[src/rtl/mem_addrgen_pkg.sv]
// Shared types and widths for the affine address/schedule generator.
// Holds the FSM state encoding, the latched configuration layout and a
// helper that normalises the requested loop-nest depth.
package mem_addrgen_pkg;

    localparam int MAX_DIMS   = 4;
    localparam int ADDR_WIDTH = 16;
    localparam int CYC_WIDTH  = 16;
    localparam int EXT_WIDTH  = 16;
    localparam int DIM_W      = 3;
    localparam int SEL_W      = (MAX_DIMS > 1) ? $clog2(MAX_DIMS) : 1;

    typedef enum logic [1:0] {
        IDLE = 2'd0,
        RUN  = 2'd1,
        DONE = 2'd2
    } state_t;

    // Configuration captured on a start pulse; dim0 is the innermost loop.
    typedef struct packed {
        logic [DIM_W-1:0]                      num_dims;
        logic [MAX_DIMS-1:0][EXT_WIDTH-1:0]    extent_m1;
        logic [MAX_DIMS-1:0][ADDR_WIDTH-1:0]   addr_delta;
        logic [MAX_DIMS-1:0][CYC_WIDTH-1:0]    sched_delta;
    } cfg_t;

    // Zero dims behaves as one; anything above the supported depth is clamped.
    function automatic logic [DIM_W-1:0] eff_dims(input logic [DIM_W-1:0] n);
        logic [DIM_W-1:0] r;
        r = n;
        if (n == '0)
            r = DIM_W'(1);
        else if (n > DIM_W'(MAX_DIMS))
            r = DIM_W'(MAX_DIMS);
        return r;
    endfunction

endpackage

[src/rtl/mem_addrgen_iter.sv]
// Loop-nest index counter. Reports the lowest active dimension that can
// still advance (the dimension that steps on the next issue) and a flag
// that is high when every active index sits at its final value.
module mem_addrgen_iter
    import mem_addrgen_pkg::*;
#(
    parameter int NUM_DIMS = MAX_DIMS,
    parameter int EXT_W    = EXT_WIDTH,
    parameter int IDX_W    = (NUM_DIMS > 1) ? $clog2(NUM_DIMS) : 1
) (
    input  logic                      clk,
    input  logic                      rst_n,
    input  logic                      clk_en,
    input  logic                      clear,
    input  logic                      step,
    input  logic [DIM_W-1:0]          num_dims,
    input  logic [NUM_DIMS*EXT_W-1:0] extent_m1,
    output logic [IDX_W-1:0]          step_dim,
    output logic                      last
);

    logic [NUM_DIMS-1:0] can_step;

    genvar gi;
    generate
        for (gi = 0; gi < NUM_DIMS; gi++) begin : g_dim
            logic [EXT_W-1:0] idx_reg;

            assign can_step[gi] = (DIM_W'(gi) < num_dims) &&
                                  (idx_reg != extent_m1[gi*EXT_W +: EXT_W]);

            // Inner dims below the stepping dim wrap, the stepping dim advances.
            always_ff @(posedge clk) begin
                if (!rst_n) begin
                    idx_reg <= '0;
                end else if (clk_en) begin
                    if (clear) begin
                        idx_reg <= '0;
                    end else if (step && !last) begin
                        if (IDX_W'(gi) < step_dim)
                            idx_reg <= '0;
                        else if (IDX_W'(gi) == step_dim)
                            idx_reg <= idx_reg + EXT_W'(1);
                    end
                end
            end
        end
    endgenerate

    // Priority pick of the lowest dimension that is not yet at its extent.
    always_comb begin
        step_dim = '0;
        for (int i = NUM_DIMS - 1; i >= 0; i--) begin
            if (can_step[i])
                step_dim = IDX_W'(i);
        end
        last = ~|can_step;
    end

endmodule

[src/rtl/mem_affine_addrgen.sv]
// Affine loop-nest address/schedule generator for one memory port.
// A free-running pass counter is compared against an affine schedule
// accumulator; on a match an enable strobe is emitted together with the
// affine address accumulator, and both accumulators advance by the deltas
// of the dimension that steps.
// Optional: define MEM_ADDRGEN_MISS_DETECT_EN to flag a schedule that does
// not move strictly ahead of the counter after an issue (sticky err).
// Parameter widths are expected to match the mem_addrgen_pkg widths used by
// the latched configuration record.
module mem_affine_addrgen
    import mem_addrgen_pkg::*;
#(
    parameter int NUM_DIMS = MAX_DIMS,
    parameter int ADDR_W   = ADDR_WIDTH,
    parameter int CYC_W    = CYC_WIDTH,
    parameter int EXT_W    = EXT_WIDTH
) (
    input  logic                       clk,
    input  logic                       rst_n,
    input  logic                       clk_en,
    input  logic                       start,
    input  logic [2:0]                 cfg_num_dims,
    input  logic [NUM_DIMS*EXT_W-1:0]  cfg_extent_m1,
    input  logic [ADDR_W-1:0]          cfg_start_addr,
    input  logic [NUM_DIMS*ADDR_W-1:0] cfg_addr_delta,
    input  logic [CYC_W-1:0]           cfg_start_cycle,
    input  logic [NUM_DIMS*CYC_W-1:0]  cfg_sched_delta,
    output logic                       en,
    output logic [ADDR_W-1:0]          addr,
    output logic                       busy,
    output logic                       done,
    output logic                       err
);

    localparam int IDX_W = (NUM_DIMS > 1) ? $clog2(NUM_DIMS) : 1;

    state_t            state_reg, state_next;
    cfg_t              cfg_reg;
    logic [CYC_W-1:0]  cnt_reg;
    logic [ADDR_W-1:0] addr_reg;
    logic [CYC_W-1:0]  sched_reg;
    logic              done_reg;

    logic              issue;
    logic [IDX_W-1:0]  step_dim;
    logic              last;
    logic [ADDR_W-1:0] addr_next;
    logic [CYC_W-1:0]  sched_next;

    mem_addrgen_iter #(
        .NUM_DIMS (NUM_DIMS),
        .EXT_W    (EXT_W),
        .IDX_W    (IDX_W)
    ) u_iter (
        .clk       (clk),
        .rst_n     (rst_n),
        .clk_en    (clk_en),
        .clear     (start),
        .step      (issue && !start),
        .num_dims  (cfg_reg.num_dims),
        .extent_m1 (cfg_reg.extent_m1),
        .step_dim  (step_dim),
        .last      (last)
    );

    // Next-state logic and issue decode; outputs depend on registers only.
    always_comb begin
        state_next = state_reg;
        issue      = (state_reg == RUN) && clk_en && (cnt_reg == sched_reg);
        addr_next  = addr_reg + cfg_reg.addr_delta[step_dim];
        sched_next = sched_reg + cfg_reg.sched_delta[step_dim];
        if (clk_en) begin
            case (state_reg)
                IDLE: if (start) state_next = RUN;
                RUN: begin
                    if (start)
                        state_next = RUN;
                    else if (issue && last)
                        state_next = DONE;
                end
                DONE: if (start) state_next = RUN;
                default: state_next = IDLE;
            endcase
        end
    end

    assign en   = issue;
    assign addr = addr_reg;
    assign busy = (state_reg == RUN);
    assign done = done_reg;

    // FSM state register.
    always_ff @(posedge clk) begin
        if (!rst_n)
            state_reg <= IDLE;
        else
            state_reg <= state_next;
    end

    // Config latch, pass counter and affine accumulators.
    always_ff @(posedge clk) begin
        if (!rst_n) begin
            cfg_reg   <= '0;
            cnt_reg   <= '0;
            addr_reg  <= '0;
            sched_reg <= '0;
            done_reg  <= 1'b0;
        end else if (clk_en) begin
            if (start) begin
                cfg_reg.num_dims    <= eff_dims(cfg_num_dims);
                cfg_reg.extent_m1   <= cfg_extent_m1;
                cfg_reg.addr_delta  <= cfg_addr_delta;
                cfg_reg.sched_delta <= cfg_sched_delta;
                cnt_reg             <= '0;
                addr_reg            <= cfg_start_addr;
                sched_reg           <= cfg_start_cycle;
                done_reg            <= 1'b0;
            end else if (state_reg == RUN) begin
                cnt_reg <= cnt_reg + CYC_W'(1);
                if (issue) begin
                    if (last) begin
                        done_reg <= 1'b1;
                    end else begin
                        addr_reg  <= addr_next;
                        sched_reg <= sched_next;
                    end
                end
            end
        end
    end

`ifdef MEM_ADDRGEN_MISS_DETECT_EN
    logic err_reg;

    // Sticky miss flag: the next scheduled cycle is not ahead of the counter,
    // so it can only be reached after the counter wraps.
    always_ff @(posedge clk) begin
        if (!rst_n) begin
            err_reg <= 1'b0;
        end else if (clk_en) begin
            if (start)
                err_reg <= 1'b0;
            else if (issue && !last && (sched_next <= cnt_reg))
                err_reg <= 1'b1;
        end
    end

    assign err = err_reg;
`else
    assign err = 1'b0;
`endif

endmodule

[config.mk]
export PLATFORM = sky130hd
export DESIGN_NAME = mem_affine_addrgen
export DESIGN_NICKNAME = d
export VERILOG_FILES = /design/src/rtl/mem_addrgen_pkg.sv /design/src/rtl/mem_addrgen_iter.sv /design/src/rtl/mem_affine_addrgen.sv
export SDC_FILE = /design/constraint.sdc
export NUM_CORES = 1
export LEC_CHECK = 0
export ABC_AREA = 1
export CORE_MARGIN = 2
export CORE_UTILIZATION = 45
export DETAILED_ROUTE_END_ITERATION = 6
export PLACE_DENSITY = 0.69
export SETUP_SLACK_MARGIN = 0.4
export SLEW_MARGIN = 10
export SYNTH_ARGS = -nofsm -noshare
export SYNTH_HDL_FRONTEND = slang
export SYNTH_SLANG_ARGS = --single-unit
[constraint.sdc]
create_clock -name clk -period 9 [get_ports clk]
set_input_delay 1.8 -clock clk [delete_from_list [all_inputs] [get_ports clk]]
set_output_delay 1.8 -clock clk [all_outputs]
set_load 0.1 [all_outputs]
==> results.py <==
metrics = {
    "outcome": {
        "status": "finished clean",
    },
    "logic_synthesis": {
        "synth_flop_cell": "dfxtp_1",
        "syn_nets": 2540,
        "synth_top_area_share": 0.396,
        "synth_warnings": 0,
        "synthesis.area_sq_um": 15700,
        "ys_seq_area_frac": 0.396,
        "ys_top_cells_by_area": "dfxtp_1 (40%), nor2_1 (11%), o21ai_0 (8.5%), nand2_1 (8.5%), a21oi_1 (6.6%)",
        "yosysTopAreaCell": "dfxtp_1",
        "ys_ff_latch": 310,
        "synthesis.instances": 2270,
        "synth.distinct_cells": 48,
        "async_reset_ff_frac": 0,
        "syn_area_per_cell_sq_um": 6.91,
        "synth_edf_count": 0,
    },
    "clock_tree": {
        "clockBufferDepth": 3,
        "cts_inserted_buffers": 36,
        "cts_tree": "built",
        "postCtsHoldBufs": 0,
        "cts_root_buf": "clkbuf_16",
        "cts_resized": 0,
        "clock_sinks": 310,
        "cts_max_level": 2,
        "post_cts.repair.setup_buffers": 0,
        "clkLatencyLatePin_ps": 530,
        "clk_pin_slew_worst_paths_ps": 60,
    },
    "grt": {
        "antenna_found_initial": 2,
        "grt_usage": 0.253,
        "gr-usage-met3": 0.0359,
        "met2_usage": 0.427,
        "grt_pass1_vias": 14700,
        "overflow": 0,
        "grt_max_degree": 148,
        "grtUsageMet1": 0.333,
        "grt_pass1_wl_um": 74300,
        "top_usage_layer": "met2",
    },
    "placement": {
        "gp_congestion": 0.924,
        "dpl_cell_area_sq_um": 18300,
        "numPlacedInstances": 2865,
        "io_buffers": 249,
        "dp_hpwl_um": 32800,
    },
    "floorplanning": {
        "start_util": 0.455,
        "io_pins": 251,
        "fp.dieArea_sq_um": 36400,
        "fp-row-count": 68,
        "dieHeight_um": 191,
        "die_w_um": 191,
        "core_area_sq_um": 34500,
    },
    "finish": {
        "fin_cells": 2932,
        "finalInstanceArea_sq_um": 19500,
        "syn_to_final_growth_pct": 24.7,
        "layout_common_cells": "nor2_1 (448), nand2_1 (354), dfxtp_1 (310)",
        "nets": 2718,
        "largest_reg_flops": 195,
        "final_common_cell": "nor2_1",
        "drive_gt1_frac": 0.0477,
    },
    "routing": {
        "drt-total-wl_um": 46000,
        "first_iter_violations": 967,
        "route.vias.total": 15300,
        "drc": 0,
        "wl_per_cell_um": 15.7,
        "ant_nets": 0,
        "viasPerCell": 5.21,
        "firstDrtPassIters": 5,
    },
    "critical_path": {
        "required_ps": 7200,
        "critPathArrivalTime_ps": 4250,
        "start_kind": "input pin",
        "cp_max_fo": 4,
        "crit_type": "in2out",
        "cp-end-kind": "primary output",
    },
    "timing": {
        "setup_violations": 0,
        "fmax_mhz": 165,
        "hold_viol": 0,
        "finalCriticalPeriod_ps": 6050,
        "grt_setup_unrepaired": "false",
        "fin_crit_sh": 0.672,
        "fin_skew_ps": 20.6,
        "drv_slew": 0,
        "relSlewSlack": 0.249,
        "tightest_slew_ps": 1120,
        "fin_tns_setup_ps": 0,
    },
    "power_and_ir_drop": {
        "power_leakage_nw": 7.64,
        "pwr_density_cell_nw_per_um2": 191,
        "peakVddDrop_mv": 0.116,
    },
    "job": {
        "maxCapViolCount": 0,
    },
    "worst_hold_path": {
        "hp-class": "reg2reg",
    },
}
cell families after synthesis:
group / synth area share
other cells: 0.000239
fa+ha+maj: 0.0321
compound gates: 0.193
simple gates: 0.258
buf+inv: 0.0724
flops: 0.396
xor+xnor: 0.0486
per-stage QoR:
stage / utilization / power (W) / setup WS, ps / hold WS (ps)
2_1_floorplan: - / 0.00199 / 4070 / 430
3_5_place_dp: 0.531 / 0.00224 / 2950 / 445
6_report: 0.567 / 0.00374 / 2950 / 456
4_1_cts: 0.567 / 0.00377 / 2940 / 455
3_3_place_gp: 0.531 / 0.00223 / 2930 / 441
5_1_grt: 0.567 / 0.00391 / 2830 / 493
where the power goes:
group | switching (W) | leakage [nW] | internal, W
logic | 0.000434 | 4.50 | 0.000284
registers | 0.0000508 | 2.54 | 0.00145
clock network | 0.000585 | 0.597 | 0.000937
total | 0.00107 | 7.64 | 0.00267
final timing paths:
check | end | slack [ps] | cells past startpoint | from
min | done$_SDFFE_PN0P_ | 460 | 2 | done$_SDFFE_PN0P_
min reg2reg | done$_SDFFE_PN0P_ | 460 | 2 | done$_SDFFE_PN0P_
max reg2reg | sched_reg[12]$_SDFFE_PN0P_ | 3800 | 29 | u_iter.g_dim[1].idx_reg[4]$_SDFFE_PN0P_
max | en | 2950 | 8 | clk_en
routing by layer:
metal  part of all wire  wire, um
met1               0.46     21100
met5                  0         0
met3              0.056      2590
met4              0.025      1140
met2               0.46     21300
layout make-up:
| type | instances | area [sq um] |
|---|---|---|
| Fill cell | 3308 | 14900 |
| Multi-Input combinational cell | 1676 | 8350 |
| Sequential cell | 310 | 6210 |
| Timing Repair Buffer | 258 | 2560 |
| Clock buffer | 53 | 1070 |
| Inverter | 166 | 626 |
| Tap cell | 455 | 569 |
| Clock inverter | 11 | 170 |
| Antenna cell | 3 | 7.51 |
worst max-delay path, stage by stage:
cell and delay, ps:
clkdlybuf4s50_1 530, inv_2 90, nor2_2 150, inv_1 100
nor4_2 130, nand4_1 120, nor2_2 160, clkdlybuf4s50_1 1160
synth_stat cells (19+ instances only):
cell type  count
inv_1        143
inv_2         23
xnor2_1       34
clkbuf_1      95
o22ai_1       38
nor3_1        54
nand3_1       63
a21oi_1      208
nand4_1       19
xor2_1        53
nand2_1      355
ha_1          37
o21ai_0      267
nor2_1       448
dfxtp_1      310
Power figures use the tool's default switching activity.
==> RTL edit (config.mk and constraints unchanged) <==
Add a define of `MEM_ADDRGEN_MISS_DETECT_EN`.
--- a/src/rtl/mem_affine_addrgen.sv
+++ b/src/rtl/mem_affine_addrgen.sv
@@ -8,4 +8,6 @@
 // Parameter widths are expected to match the mem_addrgen_pkg widths used by
 // the latched configuration record.
+`define MEM_ADDRGEN_MISS_DETECT_EN
+
 module mem_affine_addrgen
     import mem_addrgen_pkg::*;
Check against the original RTL: not settled (the Yosys comparison gave no result); the edit may change what the design does.
==> RTL edit against the unedited design <==
- synthesized area barely moved
- wire length fell by 2.3%
- sequential share of layout area rose by 0.15 points
- sequential cell count rose by 1
- utilization fell by 0.087 points
- clock skew rose by 3.8 ps
- worst setup slack got worse by 130 ps
- total power rose by 0.64%
- non-clock buffer count did not move
- final area fell by 0.15%
- critical path type unchanged
- highest routed layer unchanged
==> RTL edit: results (changes against the unedited design) <==
Routing
  • WL final: 45000 um (-2.3%)
  • Wire length per cell: 15.6 um (-0.60%)
  • Vias post-DR: 15300 (+0.31%)
  • Initial DRC count: 962 (-0.52%)

STA
  • Slew HR: 0.291 (+0.0418)
  • Final Skew: 24.4 ps (+3.80 ps)

Synth
  • Syn_area_per_cell: 7.06 um^2 (+2.2%)
  • Ys Warns: 0 (unchanged)
  • Syn_nets: 2505 (-1.4%)
  • Seq/Total Area, Yosys: 0.397 (+0.00125)
  • Top post-synthesis cells by count: 453 x nor2_1, 311 x dfxtp_1, 299 x nand2_1, 260 x o21ai_0, 206 x a21oi_1

Global route
  • Largest net degree at the start of global routing: 145 (-2.0%)
  • Gr usage total: 0.245 (-0.00771)
  • First-pass GRT wire length: 72400 um (-2.5%)
  • Initial antenna violation count: 0 (-2)

Pwr
  • Pleak: 0.00768 uW (+0.47%)
  • VDD IR max: 0.000173 V (+49%)

Placement
  • Routability cong.: 0.904 (-2.2%)
  • Placed Cells: 2823 (-1.5%)
  • Detailed Place HPWL: 32200 um (-1.9%)
  • PortBufs: 250 (+0.40%)

Setup path
  • WP data arrival: 4380 ps (+130 ps)
  • CP max FO: 5 (+1)

Cells and area
  • Max reg flops: 195 (unchanged)
  • Layout cell share with drive strength beyond 1: 0.0478 (+0.0000799)
  • # diodes: 0 (-3)

Status
  • Status: finished clean

Min path
  • Worst hold path class: register to register

Clock tree
  • CTS Buf Count: 35 (-2.8%)
-- RTL edit: kinds of logic (layout without fill, tap and decap cells) --
group                    Yosys count  in the layout  share of synthesized area
adder cells (fa/ha/maj)           53             53                     0.0432
buffers and inverters            283            490                     0.0704
AND/OR/NAND/NOR                  917            917                      0.247
AO/OA/AOI/OAI                    575            575                      0.197
XOR/XNOR                          82             82                     0.0458
flip-flops                       311            311                      0.397
-- RTL edit: power breakdown --
part           leakage, uW  switching (uW)  internal (uW)
Sequential         0.00255            51.9           1450
Clock             0.000566             587            867
Combinational      0.00456             479            326
Total              0.00768            1120           2640
-- RTL edit: worst paths after layout --
check	from	endpoint	slack (ps)	cells after the start
hold reg to reg	cfg_reg[63]$_SDFFE_PN0P_	cfg_reg[63]$_SDFFE_PN0P_	460	2
hold / removal	cfg_reg[63]$_SDFFE_PN0P_	cfg_reg[63]$_SDFFE_PN0P_	460	2
setup / recovery	clk_en	en	2820	6
setup reg to reg	u_iter.g_dim[3].idx_reg[11]$_SDFFE_PN0P_	err$_SDFFE_PN0P_	2930	33
-- RTL edit: cell type report --
| cell class | count | area, um^2 |
|---|---|---|
| repair buffers | 258 | 2560 |
| fillers | 3214 | 14900 |
| multi-input cells | 1627 | 8370 |
| well taps | 455 | 569 |
| inverters | 172 | 648 |
| clock buffers | 45 | 953 |
| clock inverters | 15 | 196 |
| flip-flops and latches | 311 | 6230 |
-- RTL edit: worst max-delay path, stage by stage --
cell             delay, ps
clkdlybuf4s50_1        650
nand2_4                110
nor4_2                 280
nand4_1                170
nor2_4                 170
clkdlybuf4s50_1       1200
-- RTL edit: metrics by stage --
stage	hold slack, ps	setup slack [ps]	cell area (um^2)	power (uW)	util
CTS	463	2810	19500	3780	0.566
floorplan	430	4390	15700	2060	-
global placement	442	2840	18400	2310	0.533
detailed placement	454	2820	18400	2330	0.533
finish	461	2820	19500	3760	0.566
global route	477	2250	19500	3950	0.566
-- RTL edit: per-layer routing --
layer  global-route usage  routed length [um]  vias to the layer above
met5                    0                   0                        -
met4               0.0695                1070                        0
met3               0.0377                2810                       63
met2                0.415               20700                      439
met1                0.323               20400                     7100
li1                     -                   -                     7731
